==> src/rtl/nic_access_ctrl.sv <==
// nic_access_ctrl: round-robin RX/TX sequencer between the PE and the NIC register port, with a local RX FIFO.
// Optional 16-bit saturating traffic counters when NIC_ACCESS_CTRL_STATS_EN is defined.
module nic_access_ctrl #(
  parameter int DATA_WIDTH = 64,
  parameter int RX_DEPTH   = 4,
  parameter int STAT_BIT   = 0
) (
  input  logic                      clk,
  input  logic                      reset,
  input  logic                      tx_valid,
  input  logic [DATA_WIDTH-1:0]     tx_data,
  output logic                      tx_ready,
  output logic                      rx_valid,
  output logic [DATA_WIDTH-1:0]     rx_data,
  input  logic                      rx_ready,
  output logic [$clog2(RX_DEPTH):0] rx_count,
  output logic                      nicEn,
  output logic                      nicWrEN,
  output logic [1:0]                addr,
  output logic [DATA_WIDTH-1:0]     d_in,
  input  logic [DATA_WIDTH-1:0]     d_out
`ifdef NIC_ACCESS_CTRL_STATS_EN
  ,
  output logic [15:0]               rx_pkt_cnt,
  output logic [15:0]               tx_pkt_cnt,
  output logic [15:0]               busy_retry_cnt
`endif
);
  localparam int AW = $clog2(RX_DEPTH);
  localparam int CW = AW + 1;

  typedef enum logic [2:0] {
    IDLE, RX_STAT, RX_SWAIT, RX_READ, RX_RWAIT, TX_STAT, TX_SWAIT, TX_WRITE
  } state_e;

  state_e                state_q, state_d;
  logic                  last_tx_q, last_tx_d;
  logic                  nic_en_q, nic_en_d;
  logic [1:0]            addr_q, addr_d;
  logic [DATA_WIDTH-1:0] mem_q [RX_DEPTH];
  logic [AW-1:0]         wr_q, rd_q;
  logic [CW-1:0]         cnt_q;
  logic                  rx_cand, grant_rx, grant_tx, stat, push, pop, tx_go;

  assign rx_cand  = cnt_q < CW'(RX_DEPTH);
  assign grant_rx = rx_cand && (!tx_valid || last_tx_q);
  assign grant_tx = tx_valid && (!rx_cand || !last_tx_q);
  assign stat     = d_out[STAT_BIT];
  assign push     = state_q == RX_RWAIT;
  assign pop      = rx_ready && rx_valid;
  // The write strobe follows tx_valid live so a withdrawn packet never reaches the NIC
  assign tx_go    = (state_q == TX_WRITE) && tx_valid;

  always_comb begin
    state_d   = state_q;
    last_tx_d = last_tx_q;
    unique case (state_q)
      IDLE: begin
        state_d   = grant_rx ? RX_STAT : grant_tx ? TX_STAT : IDLE;
        last_tx_d = grant_rx ? 1'b0 : grant_tx ? 1'b1 : last_tx_q;
      end
      RX_STAT:  state_d = RX_SWAIT;
      RX_SWAIT: state_d = stat ? RX_READ : IDLE;
      RX_READ:  state_d = RX_RWAIT;
      RX_RWAIT: state_d = IDLE;
      TX_STAT:  state_d = TX_SWAIT;
      TX_SWAIT: state_d = stat ? IDLE : TX_WRITE;
      TX_WRITE: state_d = IDLE;
    endcase
    nic_en_d = state_d inside {RX_STAT, RX_READ, TX_STAT};
    addr_d   = state_d == RX_STAT ? 2'b01 : state_d == TX_STAT ? 2'b11 : 2'b00;
  end

  always_ff @(posedge clk) begin
    if (!reset) begin
      state_q   <= IDLE;
      last_tx_q <= 1'b1;
      nic_en_q  <= 1'b0;
      addr_q    <= 2'b00;
    end else begin
      state_q   <= state_d;
      last_tx_q <= last_tx_d;
      nic_en_q  <= nic_en_d;
      addr_q    <= addr_d;
    end
  end

  assign nicEn    = nic_en_q | tx_go;
  assign nicWrEN  = tx_go;
  assign addr     = tx_go ? 2'b10 : addr_q;
  assign d_in     = tx_go ? tx_data : '0;
  assign tx_ready = tx_go;

  always_ff @(posedge clk) begin
    if (push) mem_q[wr_q] <= d_out;
  end

  always_ff @(posedge clk) begin
    if (!reset) begin
      wr_q  <= '0;
      rd_q  <= '0;
      cnt_q <= '0;
    end else begin
      wr_q  <= push ? wr_q + AW'(1) : wr_q;
      rd_q  <= pop ? rd_q + AW'(1) : rd_q;
      cnt_q <= cnt_q + CW'(push) - CW'(pop);
    end
  end

  assign rx_valid = cnt_q != '0;
  assign rx_data  = rx_valid ? mem_q[rd_q] : '0;
  assign rx_count = cnt_q;

`ifdef NIC_ACCESS_CTRL_STATS_EN
  logic [15:0] rx_pkt_q, tx_pkt_q, retry_q;
  logic        retry;

  assign retry = (state_q == TX_SWAIT) && stat;

  always_ff @(posedge clk) begin
    if (!reset) begin
      rx_pkt_q <= '0;
      tx_pkt_q <= '0;
      retry_q  <= '0;
    end else begin
      rx_pkt_q <= (push && rx_pkt_q != 16'hFFFF) ? rx_pkt_q + 16'd1 : rx_pkt_q;
      tx_pkt_q <= (tx_go && tx_pkt_q != 16'hFFFF) ? tx_pkt_q + 16'd1 : tx_pkt_q;
      retry_q  <= (retry && retry_q != 16'hFFFF) ? retry_q + 16'd1 : retry_q;
    end
  end

  assign rx_pkt_cnt     = rx_pkt_q;
  assign tx_pkt_cnt     = tx_pkt_q;
  assign busy_retry_cnt = retry_q;
`endif
endmodule
==> config.mk <==
export PLATFORM = sky130hd
export DESIGN_NAME = nic_access_ctrl
export DESIGN_NICKNAME = d
export VERILOG_FILES = /design/src/rtl/nic_access_ctrl.sv
export SDC_FILE = /design/constraint.sdc
export NUM_CORES = 1
export LEC_CHECK = 0
export CORE_UTILIZATION = 50
export DETAILED_ROUTE_END_ITERATION = 10
export PLACE_DENSITY = 0.81
export SETUP_SLACK_MARGIN = 0.2
export SKIP_LAST_GASP = 1
export SYNTH_ARGS = -nofsm -noshare
export SYNTH_HDL_FRONTEND = slang
export SYNTH_SLANG_ARGS = --single-unit
==> constraint.sdc <==
create_clock -name clk -period 3.4 [get_ports clk]
set_input_delay 1.02 -clock clk [delete_from_list [all_inputs] [get_ports clk]]
set_output_delay 1.02 -clock clk [all_outputs]
set_load 0.05 [all_outputs]
== Word level (Yosys, flattened, before mapping) ==
Memory sizes are Yosys's and may differ from the RTL's. A register that Yosys moved wholly into a read port is not among the register bits.
Index checks and enable logic that the tools add are counted.
Operators by class
  bitwise gates (word level): 2
  add/sub/neg operators: 4
  magnitude comparators: 1
  eq/ne operators: 10
  reductions and logical operators: 16
  multiplexer cells: 16
Operator list (number)
  $mux 64: 2
  $pmux 3 s7: 1
  $eq 3x3->1 const B: 5
  $mux 2: 5
  $eq 3x2->1 const B: 3
  $mux 3: 3
  $eq 3x1->1 const B: 2
  $reduce_bool 3->1: 2
  $mux 1: 5
  $add 2x1->2 const B: 2
  $logic_and 1x1->1: 4
  $reduce_or 2->1: 2
  $add 3x1->3: 1
  $logic_not 1->1: 3
  $logic_not 3->1: 1
  $lt 3x3->1 const B: 1
  $sub 3x1->3: 1
  $logic_or 1x1->1: 2
  $reduce_and 2->1: 1
  $reduce_bool 2->1: 1
  $not 1->1: 1
  $or 1x1->1: 1
Storage, ports and cells
  register bits after elaboration: 14
  memories kept: 1
  output and inout bits: 137
  memory bits (writable): 256
  word-level logic and storage cells: 58
Memories
  mem_q: depth 4, bits a word 64, rd ports 1, clocked after memory_dff 1, wr ports 1, line 40  | logic [DATA_WIDTH-1:0] mem_q [RX_DEPTH];

== Longest topological paths before layout ==
  depth in word-level cells: 10
  depth in mapped cells: 10
  depth with buffers taken out: 9

== Worst setup path before layout ==
Ideal clock, no wire load.
  path type: input port to output port
  start point: input port tx_valid
  end point: output port d_in[54]
  setup slack: 10 ps
  stages: 3
  buffers on the path: 1
  arrival time: 2370 ps
  cells stage by stage: and4_1 -> clkbuf_1 -> and2_1
On the way
  word-level cells in the longest chain between the ends: 2
RTL lines
  start, declared: line 10  | input logic tx_valid,
  $logic_and 1x1->1: line 52  | assign tx_go = (state_q == TX_WRITE) && tx_valid;
  via nicWrEN: line 18  | output logic nicWrEN,
  $mux 64: line 91  | assign d_in = tx_go ? tx_data : '0;
  end, declared: line 20  | output logic [DATA_WIDTH-1:0] d_in,
The timed path passes the listed nets, and every way through them passes these cells.

== Final worst setup path ==
  start point: input port tx_valid
  end point: output port d_in[54]
On the way
  word-level cells in the longest chain between the ends: 2
RTL lines (line)
  $logic_and 1x1->1: 52
  $mux 64: 91
Every way passes these cells.

==> key figures <==
Detailed routing
  • DR DRC count: 0
  • Routed vias/inst: roughly 5.4
  • DRT iter0 DRCs: between 200 and 250
  • WL per Instance: 24.47 um
  • Via count: approximately 6.2k
  • Post-Route WL: 28.19 mm
  • Post-DRT Antenna Nets: 0
  • DR pass1 iterations: 4

Critical path
  • Critical Path RT: between 2000 and 2500 ps
  • Sequence of cells on the critical path: dlygate4sd2_1 -> and4_4 -> buf_4 -> buf_6 -> and2_1 -> buf_12
  • Crit path capture: d_in[54]
  • Critical Path Max Stage Delay: ~280 ps
  • Crit-path slowest cell: and4_4
  • Setup CP Type: in2out
  • Crit end category: output port
  • Crit path launch: tx_valid
  • R2r endpoint: rx_count[2]$_SDFF_PN0_
  • Worst-path fanout max: 12
  • CP arrival: about 2200 ps
  • Reg2Reg Setup Slack: about 670 ps
  • Worst r2r src: state_q[2]$_SDFF_PN0_
  • Critical path launch point type: input port
  • FF-to-FF path depth: 9

STA
  • FMAX: around 0.31 GHz
  • Setup violators final: 0
  • Slew @ Worst Pin: between 600 and 700 ps
  • Final period util: 0.9348
  • Slew Limit Fails: 0
  • Final hold violation count: 0
  • RSZ-0062 raised after global routing: yes
  • Relative slew slack: 0.5952
  • Setup tns final: 0 ps
  • Min cycle time layout: around 3200 ps
  • Final Skew: 30.77 ps

CTS
  • CTS buffer count: 27
  • Htree depth: 1
  • Max Buffers Root-to-Sink: 3
  • Worst-path clk slew: roughly 60 ps
  • Worst-Skew Late Latency: 540 ps
  • Sinks on Clock Net: between 200 and 300
  • Root Driver: clkbuf_16
  • CTS tree: done

Die
  • Core area: 21290 sq um
  • Die ar.: 22530 sq um
  • Initial cell density of the core: 0.5151
  • Rows: 53
  • Die Width: between 150 and 200 um
  • Die Height: ~150 um
  • Num ports: ~270

Run
  • Max_cap viols: 0

Synth
  • Synth top cells by count: edfxtp_1, and2_1, mux4_2, dfxtp_1, clkbuf_1
  • Multiplexer share of the synthesized area: 0.1346
  • Number of synthesized flops with an enable pin: roughly 260
  • Largest area contributor in the netlist: edfxtp_1
  • Seq cells post-synth: 272
  • Post-Synth Simple-Gate Area: 0.09037
  • Prevailing post-synth register cell: edfxtp_1
  • Post-synth ARST share: 0
  • Post-Syn Area: between 10000 and 15000 sq um
  • Seq/Total Area, Yosys: 0.7303
  • Cell count after synthesis: 562
  • Largest family of logic cells by synthesized area: multiplexers
  • Top-count cell post-synth: edfxtp_1
  • Top post-synthesis cells by area: edfxtp_1, mux4_2, and2_1, dfxtp_1, buf_12
  • Post-Synth Adder-Cell Area: 0.008672
  • Synth Area in XOR/XNOR: 0.004792
  • YS warnings: 0
  • Mapped Nets: around 700
  • Library cells used by synthesis: 36
  • Compound-Gate Fraction of Synth Area: 0.005591
  • Share of the synthesized area in the top cell type: 0.7010
  • Synth Area per Inst: slightly below 20 sq um

Power and ir drop
  • Power density over the cells: between 700 and 800 nW/um^2
  • LEAKAGE: 5.458 nW
  • NetSw: about 4.4 mW
  • Flop pwr share: 0.339
  • Comb power frac: 0.416
  • P_int: between 7 and 8 mW
  • Clock power frac: 0.245
  • IR drop worst, VDD: between 0.4 and 0.5 mV
  • Sw Share: 0.3662

Global routing
  • Vias in the first global route: 6799
  • Largest net degree at the start of global routing: 41
  • Grt ovf: 0
  • First-pass GRT wire length: roughly 40 mm
  • Antenna violations before repair: 5
  • Total track usage: 0.2486

Run status
  • Outcome: completed

Place
  • DP Area: 14500 sq um
  • PortBufs: between 200 and 300
  • Placed Cells: between 1k and 1.5k
  • Post-DP HPWL: roughly 19 mm
  • Gpl congestion: 0.8881

Finish
  • Area growth, synth to finish: 43.22%
  • Design area: 15710 sq um
  • Nets@finish: 994
  • Fin cells: 1152
  • Layout cells sized above 1: 0.3242

Worst hold path
  • HP Class: reg2reg
cells in the final DEF, fill, tap and decap left out, drive strengths merged, types with 3 or more instances in the layout:
cell type,instances
a21oi,3
edfxtp,256
mux4,64
bufinv,4
xnor2,4
clkdlybuf4s50,133
buf,159
clkbuf,35
nor3,3
diode,4
clkinv,7
and2,135
ha,6
nor2b,3
nor2,7
inv,12
dfxtp,16
metrics by stage:
step,power [mW],setup slack [ps],util,hold slack (ps)
2_1_floorplan,7.424,306.6,-,484.7
6_report,11.92,221.7,0.7378,541.1
3_5_place_dp,8.875,9.025,0.6813,509.2
5_1_grt,12.35,187.8,0.7377,580.3
4_1_cts,11.89,166.9,0.7311,536.1
3_3_place_gp,8.792,54.19,0.6813,502.5
power groups by stage:
stage	clock, mW	combinational [mW]	sequential [mW]
finish	2.92	4.96	4.04
global route	3.09	5.19	4.06
CTS	2.97	4.84	4.07
detailed placement	0	4.74	4.13
global placement	0	4.68	4.11
floorplan	0	3.33	4.09
flip-flops by register name, indices dropped and copies added (netlist names), named ones only:
signal     flops
rx_count       3
mem_q        256
wr_q           2
state_q        3
addr_q         2
last_tx_q      1
rd_q           2
nic_en_q       1
routing by layer:
layer | vias to the layer above | global-route usage | share of wire
met5 | - | 0 | 0
met4 | 0 | 0.08131 | 0.033
met3 | 45 | 0.07879 | 0.085
met2 | 263 | 0.4509 | 0.54
met1 | 3161 | 0.2755 | 0.35
li1 | 2774 | - | -
worst min path at each step:
stage	start	to	cells past startpoint
after CTS	rd_q[0]$_SDFFE_PN0P_	rd_q[0]$_SDFFE_PN0P_	2
after global placement	rd_q[1]$_SDFFE_PN0P_	flop	2
final	rd_q[1]$_SDFFE_PN0P_	rd_q[1]$_SDFFE_PN0P_	2
after floorplan	rd_q[1]$_SDFFE_PN0P_	flop	2
after global routing	rd_q[0]$_SDFFE_PN0P_	rd_q[0]$_SDFFE_PN0P_	2
after detailed placement	rd_q[0]$_SDFFE_PN0P_	rd_q[0]$_SDFFE_PN0P_	2
logic make-up after synthesis:
| logic type | after synthesis |
|---|---|
| AO/OA/AOI/OAI | 9 |
| XOR/XNOR | 6 |
| adder cells (fa/ha/maj) | 7 |
| buffers and inverters | 42 |
| flip-flops | 272 |
| multiplexers | 66 |
| AND/OR/NAND/NOR | 160 |
repair_timing:
item	in CTS	in global routing
buffers inserted	5	4
resized for setup	19	12
hold buffers	0	0
endpoints found under the setup margin	109	69
cloned	3	2
critical path, delay by kind of cell:
kind                   cells  cell delay [ps]
buffers and inverters      4              660
and+or+nand+nor            2              470
final cells by class:
| type | count | area [sq um] |
|---|---|---|
| diodes | 4 | 10.01 |
| clock buffers | 33 | 698.2 |
| clock inverters | 14 | 177.7 |
| fillers | 1236 | 5582 |
| inverters | 10 | 37.54 |
| multi-input cells | 248 | 2730 |
| flip-flops and latches | 272 | 8015 |
| well taps | 275 | 344.1 |
| repair buffers | 296 | 3692 |
No activity file was read; power rests on OpenSTA's default activity.
==> RTL edit (same settings) <==
The option `NIC_ACCESS_CTRL_STATS_EN` is turned on by a define.
--- a/src/rtl/nic_access_ctrl.sv
+++ b/src/rtl/nic_access_ctrl.sv
@@ -1,5 +1,7 @@
 // nic_access_ctrl: round-robin RX/TX sequencer between the PE and the NIC register port, with a local RX FIFO.
 // Optional 16-bit saturating traffic counters when NIC_ACCESS_CTRL_STATS_EN is defined.
+`define NIC_ACCESS_CTRL_STATS_EN
+
 module nic_access_ctrl #(
   parameter int DATA_WIDTH = 64,
   parameter int RX_DEPTH   = 4,
Behaviour (old outputs only; new: busy_retry_cnt, rx_pkt_cnt and tx_pkt_cnt): unchanged (Yosys induction, for registers that start in step).
==> RTL edit against the unedited design <==
  * Routed wire length rose by 14%
  * Total power is 5.1% higher
  * Design area increased by 20%
  * Area after synthesis increased by 21%
  * Setup slack improved by 0.035 ns
  * Sequential share of layout area fell by 3.3 points
  * Sequential cell count up 48
  * Combinational power is 8.9% lower
  * Highest routed layer is now met5
==> RTL edit: results (changes against the unedited design) <==
set qor(grt_antenna_before_repair) 2 ;# -3
set qor(vdd.ir_drop.worst_uv) 576 ;# +37%
set qor(fraction_of_final_layout_cells_sized_beyond_drive_strength_1) 0.251 ;# -0.0729
set qor(worst-r2r-cell-count) 8 ;# -1
set qor(synthTopCellsByArea) {edfxtp_1, mux4_2, dfxtp_1, and2_1, a21oi_1}
set qor(n_fill_cell) 1675 ;# +36%
set qor(synth_seq_cells) 320 ;# +18%
set qor(detailroute.wirelength.met3_um) 2790 ;# +16%
set qor(dp.cells) 1486 ;# +37%
set qor(clockNetworkPower_mw) 3.52 ;# +21%
set qor(grt_pass1_vias) 8760 ;# +29%
set qor(wl_met2_um) 16400 ;# +8.9%
set qor(tns_ns) 0 ;# unchanged
set qor(netSwitchingFraction) 0.342 ;# -0.0238
set qor(synth_xor_xnor_area_share) 0.00460 ;# -0.000188
set qor(area.sequential_um2) 8980 ;# +12%
set qor(distinct_cell_type_count_after_synthesis) 45 ;# +25%
set qor(post-route-min-period_ns) 3.14 ;# -0.0350 ns
set qor(cp_data_arrival_time_ns) 2.12 ;# -0.04 ns
set qor(power_combinational_mw) 4.52 ;# -8.9%
set qor(detailed_place_hpwl_um) 21200 ;# +14%
set qor(compound_gate_portion_of_the_synthesized_area) 0.0383 ;# +0.0327
set qor(num-multi-input-gates) 476 ;# +92%
set qor(synth_mux_area_frac) 0.114 ;# -0.0204
set qor(worst_stage_delay_on_the_critical_path_ns) 0.49 ;# +0.21 ns
set qor(critPathKind) {reg -> out}
set qor(global_route_wire_length_before_repair_um) 48400 ;# +20%
set qor(gr-usage-met2) 0.405 ;# -0.0454
set qor(netSwitchingPower_mw) 4.29 ;# -1.7%
set qor(crit_slowest_cell) {mux4_2}
set qor(multi_input_area_share) 0.220 ;# +0.0457
set qor(setup.worst_path.end) {rx_data[52]}
set qor(relSlewSlack) 0.447 ;# -0.148
set qor(seq_area_frac_synth) 0.673 ;# -0.0568
set qor(clock-skew-final_ns) 0.0129 ;# -0.0179 ns
set qor(gr-usage-met3) 0.0632 ;# -0.0156
set qor(synth_fa_ha_area_frac) 0.00996 ;# +0.00129
set qor(groute.usage.overall) 0.233 ;# -0.0152
set qor(run_status) {completed}
set qor(routedWlPerCell_um) 20.6 ;# -16%
set qor(routed_length_on_met1_um) 12300 ;# +27%
set qor(p_leak_nw) 6.36 ;# +17%
set qor(antenna_cells_inserted) 0 ;# -4
set qor(drt_iter0_drc) 575 ;# +130%
set qor(postCtsSetupRepairBufs) 3 ;# -2
set qor(num-clock-buffers) 37 ;# +12%
set qor(nNetsFinal) 1335 ;# +34%
set qor(numPortBuffers) 316 ;# +18%
set qor(layout.non_clock_inverters) 13 ;# +3
set qor(routed_wl_um) 32100 ;# +14%
-- RTL edit: worst min-delay path by stage --
stage | from | end | slack, ns | cells past startpoint
after floorplan | wr_q[1]$_SDFFE_PN0P_ | wr_q[1]$_SDFFE_PN0P_ | 0.47 | 2
after global placement | wr_q[1]$_SDFFE_PN0P_ | wr_q[1]$_SDFFE_PN0P_ | 0.48 | 2
after detailed placement | wr_q[1]$_SDFFE_PN0P_ | wr_q[1]$_SDFFE_PN0P_ | 0.50 | 2
after CTS | wr_q[1]$_SDFFE_PN0P_ | wr_q[1]$_SDFFE_PN0P_ | 0.51 | 2
after global routing | busy_retry_cnt[2]$_SDFFE_PN0P_ | busy_retry_cnt[2]$_SDFFE_PN0P_ | 0.53 | 2
final | wr_q[1]$_SDFFE_PN0P_ | wr_q[1]$_SDFFE_PN0P_ | 0.50 | 2
